===== config.mk =====
export PLATFORM = sky130hd
export DESIGN_NAME = seq_gen_ctrl_flat
export DESIGN_NICKNAME = d
export VERILOG_FILES = /design/src/rtl/seq_gen_pkg.sv /design/src/rtl/seq_gen_if.sv /design/src/rtl/seq_gen_ctrl.sv /design/src/flat_wrapper.sv
export SDC_FILE = /design/constraint.sdc
export NUM_CORES = 1
export LEC_CHECK = 0
export ABC_AREA = 1
export BUFFER_PORTS_ARGS = -buffer_cell sky130_fd_sc_hd__buf_2
export CAP_MARGIN = 40
export CELL_PAD_IN_SITES_DETAIL_PLACEMENT = 0
export CELL_PAD_IN_SITES_GLOBAL_PLACEMENT = 1
export CORE_UTILIZATION = 35
export DETAILED_ROUTE_END_ITERATION = 6
export MAX_ROUTING_LAYER = met4
export PLACE_DENSITY_LB_ADDON = 0.1
export SETUP_SLACK_MARGIN = 0.5
export SYNTH_ARGS = -nofsm -noshare
export SYNTH_HDL_FRONTEND = slang
export SYNTH_SLANG_ARGS = --single-unit

===== constraint.sdc =====
create_clock -name clk -period 2.2 [get_ports clk]
set_input_delay 0.33 -clock clk [delete_from_list [all_inputs] [get_ports clk]]
set_output_delay 0.33 -clock clk [all_outputs]
set_load 0.02 [all_outputs]

===== src/rtl/seq_gen_pkg.sv =====
// Shared types and default constants for the sequence-generator controller.
// The top level and the bench both import this package.
package seq_gen_pkg;

    localparam int unsigned DEF_DATA_W = 16;
    localparam int unsigned DEF_ADDR_W = 4;
    localparam int unsigned DEF_OP_W   = 5;
    localparam int unsigned DEF_CNT_W  = 8;

    localparam int unsigned DEF_OP_ADD = 0;
    localparam int unsigned DEF_REG_Z  = 0;
    localparam int unsigned DEF_REG_A  = 1;
    localparam int unsigned DEF_REG_B  = 2;
    localparam int unsigned DEF_REG_T  = 3;

    typedef enum logic [2:0] {
        S_IDLE   = 3'd0,
        S_INIT1  = 3'd1,
        S_INIT2  = 3'd2,
        S_STEP   = 3'd3,
        S_SHIFT1 = 3'd4,
        S_SHIFT2 = 3'd5,
        S_LOOP   = 3'd6,
        S_DONE   = 3'd7
    } state_e;

    typedef enum logic [1:0] {
        MODE_ADD   = 2'b00,
        MODE_ARITH = 2'b01,
        MODE_DBL   = 2'b10,
        MODE_RSV   = 2'b11
    } mode_e;

    // The reserved encoding runs the additive recurrence.
    function automatic mode_e decode_mode(input logic [1:0] m);
        return (m == 2'b11) ? MODE_ADD : mode_e'(m);
    endfunction

endpackage


===== src/rtl/seq_gen_if.sv =====
// Request/status handshake plus register-file/ALU control bundle of the
// sequence-generator controller.
interface seq_gen_if #(
    parameter int unsigned DATA_W = seq_gen_pkg::DEF_DATA_W,
    parameter int unsigned ADDR_W = seq_gen_pkg::DEF_ADDR_W,
    parameter int unsigned OP_W   = seq_gen_pkg::DEF_OP_W,
    parameter int unsigned CNT_W  = seq_gen_pkg::DEF_CNT_W
);
    logic              en;
    logic              start;
    logic [1:0]        mode;
    logic [DATA_W-1:0] seed_a;
    logic [DATA_W-1:0] seed_b;
    logic [CNT_W-1:0]  num_terms;
    logic              alu_carry;

    logic [ADDR_W-1:0] ra_addr;
    logic [ADDR_W-1:0] rb_addr;
    logic [ADDR_W-1:0] w_addr;
    logic              we;
    logic [OP_W-1:0]   alu_op;
    logic              use_const;
    logic [DATA_W-1:0] const_val;
    logic              busy;
    logic              done;
    logic              term_valid;
    logic [CNT_W-1:0]  term_idx;
    logic              ovf;

    // Controller side: drives the datapath and reports status.
    modport master (
        input  en, start, mode, seed_a, seed_b, num_terms, alu_carry,
        output ra_addr, rb_addr, w_addr, we, alu_op, use_const, const_val,
        output busy, done, term_valid, term_idx, ovf
    );

    // Environment side: requester plus register file/ALU.
    modport slave (
        output en, start, mode, seed_a, seed_b, num_terms, alu_carry,
        input  ra_addr, rb_addr, w_addr, we, alu_op, use_const, const_val,
        input  busy, done, term_valid, term_idx, ovf
    );

endinterface


===== src/rtl/seq_gen_ctrl.sv =====
// Sequence-generator controller: sequences the 2R/1W register file and ALU to
// produce additive, arithmetic or doubling sequences with overflow stop.
module seq_gen_ctrl
    import seq_gen_pkg::*;
#(
    parameter int unsigned      DATA_W      = DEF_DATA_W,
    parameter int unsigned      ADDR_W      = DEF_ADDR_W,
    parameter int unsigned      OP_W        = DEF_OP_W,
    parameter int unsigned      CNT_W       = DEF_CNT_W,
    parameter logic [OP_W-1:0]  OP_ADD      = OP_W'(DEF_OP_ADD),
    parameter logic [ADDR_W-1:0] REG_Z      = ADDR_W'(DEF_REG_Z),
    parameter logic [ADDR_W-1:0] REG_A      = ADDR_W'(DEF_REG_A),
    parameter logic [ADDR_W-1:0] REG_B      = ADDR_W'(DEF_REG_B),
    parameter logic [ADDR_W-1:0] REG_T      = ADDR_W'(DEF_REG_T),
    parameter bit               STOP_ON_OVF = 1'b1
) (
    input  logic      clk,
    input  logic      rst_n,
    seq_gen_if.master bus
);

    state_e            state_q, state_d;
    mode_e             mode_q, mode_d;
    logic [DATA_W-1:0] seed_a_q, seed_a_d;
    logic [DATA_W-1:0] seed_b_q, seed_b_d;
    logic [CNT_W-1:0]  num_q, num_d;
    logic [CNT_W-1:0]  term_idx_q, term_idx_d;
    logic              ovf_q, ovf_d;
    logic              done_q, done_d;

    logic [ADDR_W-1:0] ra_c, rb_c, wa_c;
    logic              wr_c, use_const_c, tv_c;
    logic [DATA_W-1:0] const_c;
    logic              last_term_c, carry_stop_c;

    // State and latched run configuration.
    always_ff @(posedge clk) begin
        if (!rst_n) begin
            state_q    <= S_IDLE;
            mode_q     <= MODE_ADD;
            seed_a_q   <= '0;
            seed_b_q   <= '0;
            num_q      <= '0;
            term_idx_q <= '0;
            ovf_q      <= 1'b0;
            done_q     <= 1'b0;
        end else begin
            state_q    <= state_d;
            mode_q     <= mode_d;
            seed_a_q   <= seed_a_d;
            seed_b_q   <= seed_b_d;
            num_q      <= num_d;
            term_idx_q <= term_idx_d;
            ovf_q      <= ovf_d;
            done_q     <= done_d;
        end
    end

    assign last_term_c  = (term_idx_q == (num_q - CNT_W'(1)));
    assign carry_stop_c = STOP_ON_OVF & bus.alu_carry;

    // Next state, counters and datapath controls.
    always_comb begin
        state_d     = state_q;
        mode_d      = mode_q;
        seed_a_d    = seed_a_q;
        seed_b_d    = seed_b_q;
        num_d       = num_q;
        term_idx_d  = term_idx_q;
        ovf_d       = ovf_q;
        done_d      = 1'b0;
        ra_c        = REG_Z;
        rb_c        = REG_Z;
        wa_c        = REG_Z;
        wr_c        = 1'b0;
        use_const_c = 1'b0;
        const_c     = '0;
        tv_c        = 1'b0;

        unique case (state_q)
            S_IDLE, S_DONE: begin
                if (bus.start) begin
                    mode_d     = decode_mode(bus.mode);
                    seed_a_d   = bus.seed_a;
                    seed_b_d   = bus.seed_b;
                    num_d      = bus.num_terms;
                    ovf_d      = 1'b0;
                    term_idx_d = '0;
                    if (bus.num_terms == '0) begin
                        state_d = S_DONE;
                        done_d  = 1'b1;
                    end else begin
                        state_d = S_INIT1;
                    end
                end
            end
            S_INIT1: begin
                use_const_c = 1'b1;
                const_c     = seed_a_q;
                wa_c        = REG_A;
                wr_c        = 1'b1;
                if (bus.en) state_d = S_INIT2;
            end
            S_INIT2: begin
                use_const_c = 1'b1;
                const_c     = seed_b_q;
                wa_c        = REG_B;
                wr_c        = 1'b1;
                tv_c        = 1'b1;
                if (bus.en) begin
                    term_idx_d = term_idx_q + CNT_W'(1);
                    if (last_term_c) begin
                        state_d = S_DONE;
                        done_d  = 1'b1;
                    end else if (mode_q == MODE_ADD) begin
                        state_d = S_STEP;
                    end else begin
                        state_d = S_LOOP;
                    end
                end
            end
            S_STEP: begin
                ra_c = REG_A;
                rb_c = REG_B;
                wa_c = REG_T;
                wr_c = 1'b1;
                if (bus.en) begin
                    if (bus.alu_carry) ovf_d = 1'b1;
                    if (carry_stop_c) begin
                        state_d = S_DONE;
                        done_d  = 1'b1;
                    end else begin
                        state_d = S_SHIFT1;
                    end
                end
            end
            S_SHIFT1: begin
                ra_c = REG_B;
                wa_c = REG_A;
                wr_c = 1'b1;
                if (bus.en) state_d = S_SHIFT2;
            end
            S_SHIFT2: begin
                ra_c = REG_T;
                wa_c = REG_B;
                wr_c = 1'b1;
                tv_c = 1'b1;
                if (bus.en) begin
                    term_idx_d = term_idx_q + CNT_W'(1);
                    if (last_term_c) begin
                        state_d = S_DONE;
                        done_d  = 1'b1;
                    end else begin
                        state_d = S_STEP;
                    end
                end
            end
            S_LOOP: begin
                ra_c = REG_B;
                rb_c = (mode_q == MODE_DBL) ? REG_B : REG_A;
                wa_c = REG_B;
                wr_c = 1'b1;
                // A stopping overflow still writes but does not count as a term.
                tv_c = ~carry_stop_c;
                if (bus.en) begin
                    if (bus.alu_carry) ovf_d = 1'b1;
                    if (carry_stop_c) begin
                        state_d = S_DONE;
                        done_d  = 1'b1;
                    end else begin
                        term_idx_d = term_idx_q + CNT_W'(1);
                        if (last_term_c) begin
                            state_d = S_DONE;
                            done_d  = 1'b1;
                        end
                    end
                end
            end
            default: state_d = S_IDLE;
        endcase
    end

    // Writes are suppressed while stalled or while reset is being applied.
    assign bus.ra_addr    = ra_c;
    assign bus.rb_addr    = rb_c;
    assign bus.w_addr     = wa_c;
    assign bus.we         = wr_c & bus.en & rst_n;
    assign bus.alu_op     = OP_ADD;
    assign bus.use_const  = use_const_c;
    assign bus.const_val  = const_c;
    assign bus.busy       = (state_q != S_IDLE) && (state_q != S_DONE);
    assign bus.done       = done_q;
    assign bus.term_valid = tv_c & bus.en & rst_n;
    assign bus.term_idx   = term_idx_q;
    assign bus.ovf        = ovf_q;

endmodule


===== src/flat_wrapper.sv =====
// flat-port wrapper written by rule: the top's interface ports become plain ports
module seq_gen_ctrl_flat import seq_gen_pkg::*;
#(
    parameter int unsigned      DATA_W      = DEF_DATA_W,
    parameter int unsigned      ADDR_W      = DEF_ADDR_W,
    parameter int unsigned      OP_W        = DEF_OP_W,
    parameter int unsigned      CNT_W       = DEF_CNT_W,
    parameter logic [OP_W-1:0]  OP_ADD      = OP_W'(DEF_OP_ADD),
    parameter logic [ADDR_W-1:0] REG_Z      = ADDR_W'(DEF_REG_Z),
    parameter logic [ADDR_W-1:0] REG_A      = ADDR_W'(DEF_REG_A),
    parameter logic [ADDR_W-1:0] REG_B      = ADDR_W'(DEF_REG_B),
    parameter logic [ADDR_W-1:0] REG_T      = ADDR_W'(DEF_REG_T),
    parameter bit               STOP_ON_OVF = 1'b1
)
  (clk, rst_n, bus_en, bus_start, bus_mode, bus_seed_a, bus_seed_b, bus_num_terms, bus_alu_carry, bus_ra_addr, bus_rb_addr, bus_w_addr, bus_we, bus_alu_op, bus_use_const, bus_const_val, bus_busy, bus_done, bus_term_valid, bus_term_idx, bus_ovf);
  seq_gen_if #(.DATA_W(DATA_W), .ADDR_W(ADDR_W), .OP_W(OP_W), .CNT_W(CNT_W)) bus_i ();
  input  logic clk;
  input  logic rst_n;
  input wire logic [$bits(bus_i.en)-1:0] bus_en;
  input wire logic [$bits(bus_i.start)-1:0] bus_start;
  input wire logic [$bits(bus_i.mode)-1:0] bus_mode;
  input wire logic [$bits(bus_i.seed_a)-1:0] bus_seed_a;
  input wire logic [$bits(bus_i.seed_b)-1:0] bus_seed_b;
  input wire logic [$bits(bus_i.num_terms)-1:0] bus_num_terms;
  input wire logic [$bits(bus_i.alu_carry)-1:0] bus_alu_carry;
  output wire logic [$bits(bus_i.ra_addr)-1:0] bus_ra_addr;
  output wire logic [$bits(bus_i.rb_addr)-1:0] bus_rb_addr;
  output wire logic [$bits(bus_i.w_addr)-1:0] bus_w_addr;
  output wire logic [$bits(bus_i.we)-1:0] bus_we;
  output wire logic [$bits(bus_i.alu_op)-1:0] bus_alu_op;
  output wire logic [$bits(bus_i.use_const)-1:0] bus_use_const;
  output wire logic [$bits(bus_i.const_val)-1:0] bus_const_val;
  output wire logic [$bits(bus_i.busy)-1:0] bus_busy;
  output wire logic [$bits(bus_i.done)-1:0] bus_done;
  output wire logic [$bits(bus_i.term_valid)-1:0] bus_term_valid;
  output wire logic [$bits(bus_i.term_idx)-1:0] bus_term_idx;
  output wire logic [$bits(bus_i.ovf)-1:0] bus_ovf;
  assign bus_i.en = bus_en;
  assign bus_i.start = bus_start;
  assign bus_i.mode = bus_mode;
  assign bus_i.seed_a = bus_seed_a;
  assign bus_i.seed_b = bus_seed_b;
  assign bus_i.num_terms = bus_num_terms;
  assign bus_i.alu_carry = bus_alu_carry;
  assign bus_ra_addr = bus_i.ra_addr;
  assign bus_rb_addr = bus_i.rb_addr;
  assign bus_w_addr = bus_i.w_addr;
  assign bus_we = bus_i.we;
  assign bus_alu_op = bus_i.alu_op;
  assign bus_use_const = bus_i.use_const;
  assign bus_const_val = bus_i.const_val;
  assign bus_busy = bus_i.busy;
  assign bus_done = bus_i.done;
  assign bus_term_valid = bus_i.term_valid;
  assign bus_term_idx = bus_i.term_idx;
  assign bus_ovf = bus_i.ovf;
  seq_gen_ctrl #(.DATA_W(DATA_W), .ADDR_W(ADDR_W), .OP_W(OP_W), .CNT_W(CNT_W), .OP_ADD(OP_ADD), .REG_Z(REG_Z), .REG_A(REG_A), .REG_B(REG_B), .REG_T(REG_T), .STOP_ON_OVF(STOP_ON_OVF)) u_core (.clk(clk), .rst_n(rst_n), .bus(bus_i));
endmodule

==> results.sh, run 1 <==
export IMPL_status="finished, final reports clean"
export IMPL_ys_types=30
export IMPL_die_w_microns=92.2
export IMPL_synth_avg_cell_area_sq_um=6.72
export IMPL_synth_cells=424
export IMPL_core_sq_mm=0.00781
export IMPL_r2r_start="u_core.state_q[1]"
export IMPL_io_buffer_count=82
export IMPL_worstPathMaxFanout=8
export IMPL_synth_seq_cells=55
export IMPL_ios=94
export IMPL_clock_latency_ns=0.32
export IMPL_die_area_sq_mm=0.00850
export IMPL_clk_pin_slew_worst_paths_ns=0.11
export IMPL_grt_max_degree=60
export IMPL_floorplan_rows=32
export IMPL_leakage_nw=1.93
export IMPL_drv_cap=0
export IMPL_async_flop_share_pct=0
export IMPL_r2r_setup_slack_ns=0.35
export IMPL_slew_viol_final=0
export IMPL_finalSetupTns_ns=0
export IMPL_crit_path_end_kind="output pin"
export IMPL_antenna_found_initial=0
export IMPL_criticalPathCategory="reg -> out"
export IMPL_grt_first_pass_wirelength_mm=13.2
export IMPL_hold_slack_ns=0.252
export IMPL_post_synth_top_count_cell="inv_1"
export IMPL_slowest_delay_ns=0.37
export IMPL_h_tree_depth=2
export IMPL_cts_tree="built"
export IMPL_fmaxAchievable_mhz=524
export IMPL_critPathSlowestCell="dfxtp_2"
export IMPL_worstPathArrival_ns=1.58
export IMPL_finalClockSkew_ns=0.0116
export IMPL_place_congestion=0.816
export IMPL_startpoint="u_core.state_q[1]"
export IMPL_yosys_most_used_dff="dfxtp_1"
export IMPL_drt_iter0_drc=82
export IMPL_ant_nets=0
export IMPL_period_share_pct=86.7
export IMPL_num_vias=3065
export IMPL_first_pass_iters=4
export IMPL_drc=0
export IMPL_dpl_hpwl_mm=5.59
export IMPL_utilization_pct=54.9
export IMPL_rsz0062_at_grt="true"
export IMPL_multi_input_area_sq_mm=0.00172
export IMPL_dp_slack_ns=0.273
export IMPL_cts_num_sinks=55
export IMPL_placed_cells=596
export IMPL_synth_area_sq_mm=0.00285
export IMPL_placed_area_sq_mm=0.00332
export IMPL_timing_final_ws_setup_ns=0.293
export IMPL_drive_gt1_share_pct=39.9
export IMPL_vdd_drop_max_v=0.000523
export IMPL_setup_worst_path_start_class="flip-flop"
export IMPL_hold_buffers=0
export IMPL_post_drt_wl_per_cell_microns=13.9
export IMPL_setup_viol=0
export IMPL_final_cell_area_sq_mm=0.00428
export IMPL_root_buffer="clkbuf_8"
export IMPL_grt_pass1_vias=2846
export IMPL_crit_required_ns=1.87
export IMPL_hold_violations=0
export IMPL_seqCellArea_sq_mm=0.00111
export IMPL_netlist_top_cell_by_area="dfxtp_1"
export IMPL_netlist_top_cells_count="inv_1 (71), nand2_1 (66), dfxtp_1 (55), a21oi_1 (50), o21ai_0 (44)"
export IMPL_fill_cells=787
export IMPL_track_usage_pct=19.9
export IMPL_synth_area_leaders="dfxtp_1 (39%), inv_1 (9.4%), a21oi_1 (8.8%)"
export IMPL_globalRoute_totalOverflow=0
export IMPL_routed_wl_mm=8.78
export IMPL_via_per_inst=4.86
export IMPL_cts_buffer_depth=2
export IMPL_dieHeight_microns=92.2
export IMPL_syn_to_final_growth_pct=50.4
export IMPL_power_density_mw_per_mm2=1290
export IMPL_layoutNonFillerInstCount=631
export IMPL_hp_start="bus_num_terms[5]"
export IMPL_layout_min_cycle_time_ns=1.91
export IMPL_start_util_pct=36.5
export IMPL_synth_top_area_share_pct=38.6
export IMPL_hold_class="in -> reg"
export IMPL_layout_nets=577
export IMPL_synth_edff_count=0
export IMPL_worstPathCellList="inv_2, nor2_4, inv_2, nor2_4, clkinv_4, buf_12, o22ai_2, buf_6"
export IMPL_yosysWarnings=0
export IMPL_numCtsBuffers=5
export IMPL_yosysSeqAreaShare_pct=38.6
export IMPL_finalPower_mw=5.53
export IMPL_num_antenna_cells=0
-- registers in the layout, indices dropped and copies added, names as in the netlist --
name / flops
u_core.bus.done: 1
u_core.bus.ovf: 1
u_core.bus.term_idx: 8
u_core.mode_q: 2
u_core.num_q: 8
u_core.seed_a_q: 16
u_core.seed_b_q: 16
u_core.state_q: 3
-- layout by cell type (no fill, tap or decap), types with 2 or more instances in the layout --
cell type  count
buf_4         18
o22ai_2        6
nor2_2         9
nor3_1         4
a21oi_4        2
o22ai_4       10
nor3_2         3
buf_6         28
dfxtp_4        2
conb_1        11
buf_8          2
inv_4          5
a21oi_2        4
dfxtp_2        3
nand2_4        4
clkbuf_8       5
nor2_4         8
buf_12         2
inv_1         62
nand3_2        4
nand3_1       14
inv_2          8
o21ai_0       41
dfxtp_1       50
a21oi_1       45
xor2_1         3
o21ai_1        5
a211oi_2       4
buf_2         62
clkbuf_16      2
nand2_2       13
nand2_1       53
nor2_1        25
-- logic make-up after synthesis --
family | share of synthesized area, %
compound gates | 23.0
flops | 38.6
buf+inv | 15.8
simple gates | 20.6
xor+xnor | 0.922
other cells | 0.132
fa+ha+maj | 0.878
-- cell type report --
type / count / area share, %
clock buffer: 5 / 1.61
clock inverter: 3 / 1.08
inverter: 76 / 7.07
multi-input combinational: 275 / 40.1
sequential: 55 / 26.0
tap: 102 / 2.98
timing repair buffer: 115 / 21.2
-- layer usage --
layer	vias up	routed length [microns]	track usage [%]
met4	0	136	5.34
met3	16	331	3.90
met5	-	0	-
li1	1550	-	-
met2	68	4330	33.1
met1	1431	3980	24.7
-- critical path, delay by kind of cell (launching register included) --
| family | cells | cell delay (ns) |
|---|---|---|
| compound gates | 1 | 0.11 |
| flops | 1 | 0.37 |
| simple gates | 2 | 0.26 |
| buf+inv | 5 | 0.52 |
-- power breakdown --
| group | switching, mW | internal, mW | total [mW] | leakage [nW] |
|---|---|---|---|---|
| registers | 0.181 | 1.32 | 1.50 | 0.455 |
| clock network | 0.365 | 0.344 | 0.709 | 0.0548 |
| logic | 1.94 | 1.39 | 3.33 | 1.42 |
| total | 2.48 | 3.05 | 5.53 | 1.93 |
-- final timing paths --
path                             to  cells after the start
min reg2reg      u_core.seed_a_q[7]                      2
max               bus_const_val[15]                      8
min                 u_core.num_q[5]                      3
max reg2reg  u_core.bus.term_idx[4]                     14
-- what timing repair did --
item	in CTS	in global routing
endpoints found under the hold margin	0	0
cloned	1	2
setup endpoints to repair	27	74
gates resized for setup	76	85
buffers inserted	14	10
pin swaps	14	19
Power figures use the tool's default switching activity.
==> run 2, diff against run 1 <==
BUFFER_PORTS_ARGS = unset   (was -buffer_cell sky130_fd_sc_hd__buf_2)
CORE_UTILIZATION = 43   (was 35)
DONT_BUFFER_PORTS = 1   (was unset)
==> results.sh, run 2 (synthesis gave the netlist of run 1 again) <==
export IMPL_post_drt_wl_per_cell_microns=14.5
export IMPL_dieHeight_microns=83.4
export IMPL_reg2reg_depth=10
export IMPL_ant_nets=0
export IMPL_floorplan_rows=29
export IMPL_clock_latency_ns=0.31
export IMPL_crit_required_ns=1.87
export IMPL_criticalPathCategory="reg -> out"
export IMPL_hold_buffers=0
export IMPL_tightestPinTransition_ns=0.552
export IMPL_ios=94
export IMPL_intPower_mw=2.81
export IMPL_setup_viol=0
export IMPL_vdd_drop_max_v=0.000837
export IMPL_finalClockSkew_ns=0.00941
export IMPL_finalPower_mw=5.13
export IMPL_cts_buffer_depth=2
export IMPL_power_density_mw_per_mm2=1320
export IMPL_die_area_sq_mm=0.00695
export IMPL_cts_tree="built"
export IMPL_drv_cap=0
export IMPL_use_met3_pct=4.37
export IMPL_busiest_layer="met2"
export IMPL_final_common_cell="inv_1"
export IMPL_die_w_microns=83.4
export IMPL_hold_violations=0
export IMPL_dp_slack_ns=0.203
export IMPL_slew_viol_final=0
export IMPL_io_buffer_count=0
export IMPL_power_frac_seq_pct=29.3
export IMPL_r2r_setup_slack_ns=0.38
export IMPL_root_buffer="clkbuf_8"
export IMPL_dpl_hpwl_mm=5.05
export IMPL_final_cell_area_sq_mm=0.00388
export IMPL_hold_slack_ns=0.135
export IMPL_antenna_found_initial=0
export IMPL_period_share_pct=83.6
export IMPL_worstHoldPathCells=2
export IMPL_pwr_share_clk_pct=11.0
export IMPL_hold_path_end="u_core.seed_a_q[11]"
export IMPL_num_vias=2793
export IMPL_p_comb_share_pct=59.7
export IMPL_routed_wl_mm=7.85
export IMPL_via_per_inst=5.15
export IMPL_layoutNonFillerInstCount=542
export IMPL_rr_endpoint="u_core.num_q[1]"
export IMPL_grt_first_pass_wirelength_mm=11.6
export IMPL_relSlewSlack_pct=62.9
export IMPL_layout_nets=514
export IMPL_num_antenna_cells=0
export IMPL_finalSetupTns_ns=0
export IMPL_placed_cells=508
export IMPL_placed_area_sq_mm=0.00302
export IMPL_drc=0
export IMPL_first_pass_iters=4
export IMPL_layout_min_cycle_time_ns=1.84
export IMPL_drive_gt1_share_pct=33.5
export IMPL_syn_to_final_growth_pct=36.2
export IMPL_cts_num_sinks=55
export IMPL_clk_pin_slew_worst_paths_ns=0.10
export IMPL_r2r_start="u_core.state_q[0]"
export IMPL_fmaxAchievable_mhz=543
export IMPL_use_met2_pct=35.7
export IMPL_numCtsBuffers=5
export IMPL_worstPathArrival_ns=1.51
export IMPL_start_util_pct=44.6
export IMPL_track_usage_pct=21.1
export IMPL_utilization_pct=60.8
export IMPL_grt_max_degree=47
export IMPL_globalRoute_totalOverflow=0
export IMPL_core_sq_mm=0.00639
export IMPL_hp_start="rst_n"
export IMPL_hold_class="in -> reg"
export IMPL_final_cell_mix="inv_1 (62), nand2_1 (52), dfxtp_1 (47), a21oi_1 (41), nor2_1 (25)"
export IMPL_p_sw_share_pct=45.3
export IMPL_crit_path_end_kind="output pin"
export IMPL_p_sw_mw=2.33
export IMPL_grt_use_met1_pct=25.0
export IMPL_rsz0062_at_grt="true"
export IMPL_drt_iter0_drc=142
export IMPL_status="finished, final reports clean"
export IMPL_grt_pass1_vias=2481
export IMPL_place_congestion=0.861
export IMPL_leakage_nw=1.66
export IMPL_setup_worst_path_start_class="flip-flop"
export IMPL_h_tree_depth=2
export IMPL_reg_top3="u_core.seed_a_q (16), u_core.seed_b_q (16)"
export IMPL_timing_final_ws_setup_ns=0.360
export IMPL_worstPathMaxFanout=16
[run 2: repair_timing]
| action | 4_1_cts | 5_1_grt |
|---|---|---|
| cloned | 0 | 3 |
| buffers inserted | 12 | 12 |
| setup endpoints to repair | 62 | 68 |
| endpoints found under the hold margin | 0 | 0 |
| pin swaps | 10 | 18 |
| gates resized for setup | 56 | 110 |
[run 2: power by group through the flow]
stage | Clock, mW | Sequential, mW | Combinational (mW)
final | 0.566 | 1.50 | 3.07
after global routing | 0.616 | 1.54 | 3.35
after CTS | 0.594 | 1.48 | 2.33
after detailed placement | 0 | 1.48 | 2.01
after global placement | 0 | 1.47 | 2.00
after floorplan | 0 | 1.45 | 1.60
[run 2: per-layer routing]
layer	wire length [microns]	part of all wire, %	vias to the layer above
met4	122	1.6	0
met2	3860	49	69
met5	0	0	-
met3	350	4.5	12
li1	-	-	1425
met1	3520	45	1287
[run 2: final cells by class]
cell class,instances,area (sq um)
inverter,76,318
clock inverter,2,16.3
timing repair buffer,51,551
clock buffer,5,68.8
sequential,55,1120
fill,594,2510
multi-input combinational,275,1710
tap,77,96.3
timing repair inverter,1,8.76
[run 2: how the worst max path moves through the flow]
stage | from | end | slack, ns
after floorplan | u_core.state_q[1] | bus_const_val[10] | 0.40
after global placement | u_core.num_q[0] | u_core.state_q[2] | 0.22
after detailed placement | u_core.num_q[0] | u_core.state_q[2] | 0.20
after CTS | u_core.state_q[1] | bus_const_val[12] | 0.31
after global routing | u_core.num_q[1] | u_core.state_q[2] | 0.30
final | u_core.state_q[1] | bus_const_val[1] | 0.36
[run 2: worst max-delay path: stages, from the launching register on]
cell     delay, ns
dfxtp_2       0.35
buf_4         0.14
nor2_4        0.15
nand2_2       0.09
buf_12        0.17
o22ai_2       0.17
buf_6         0.14
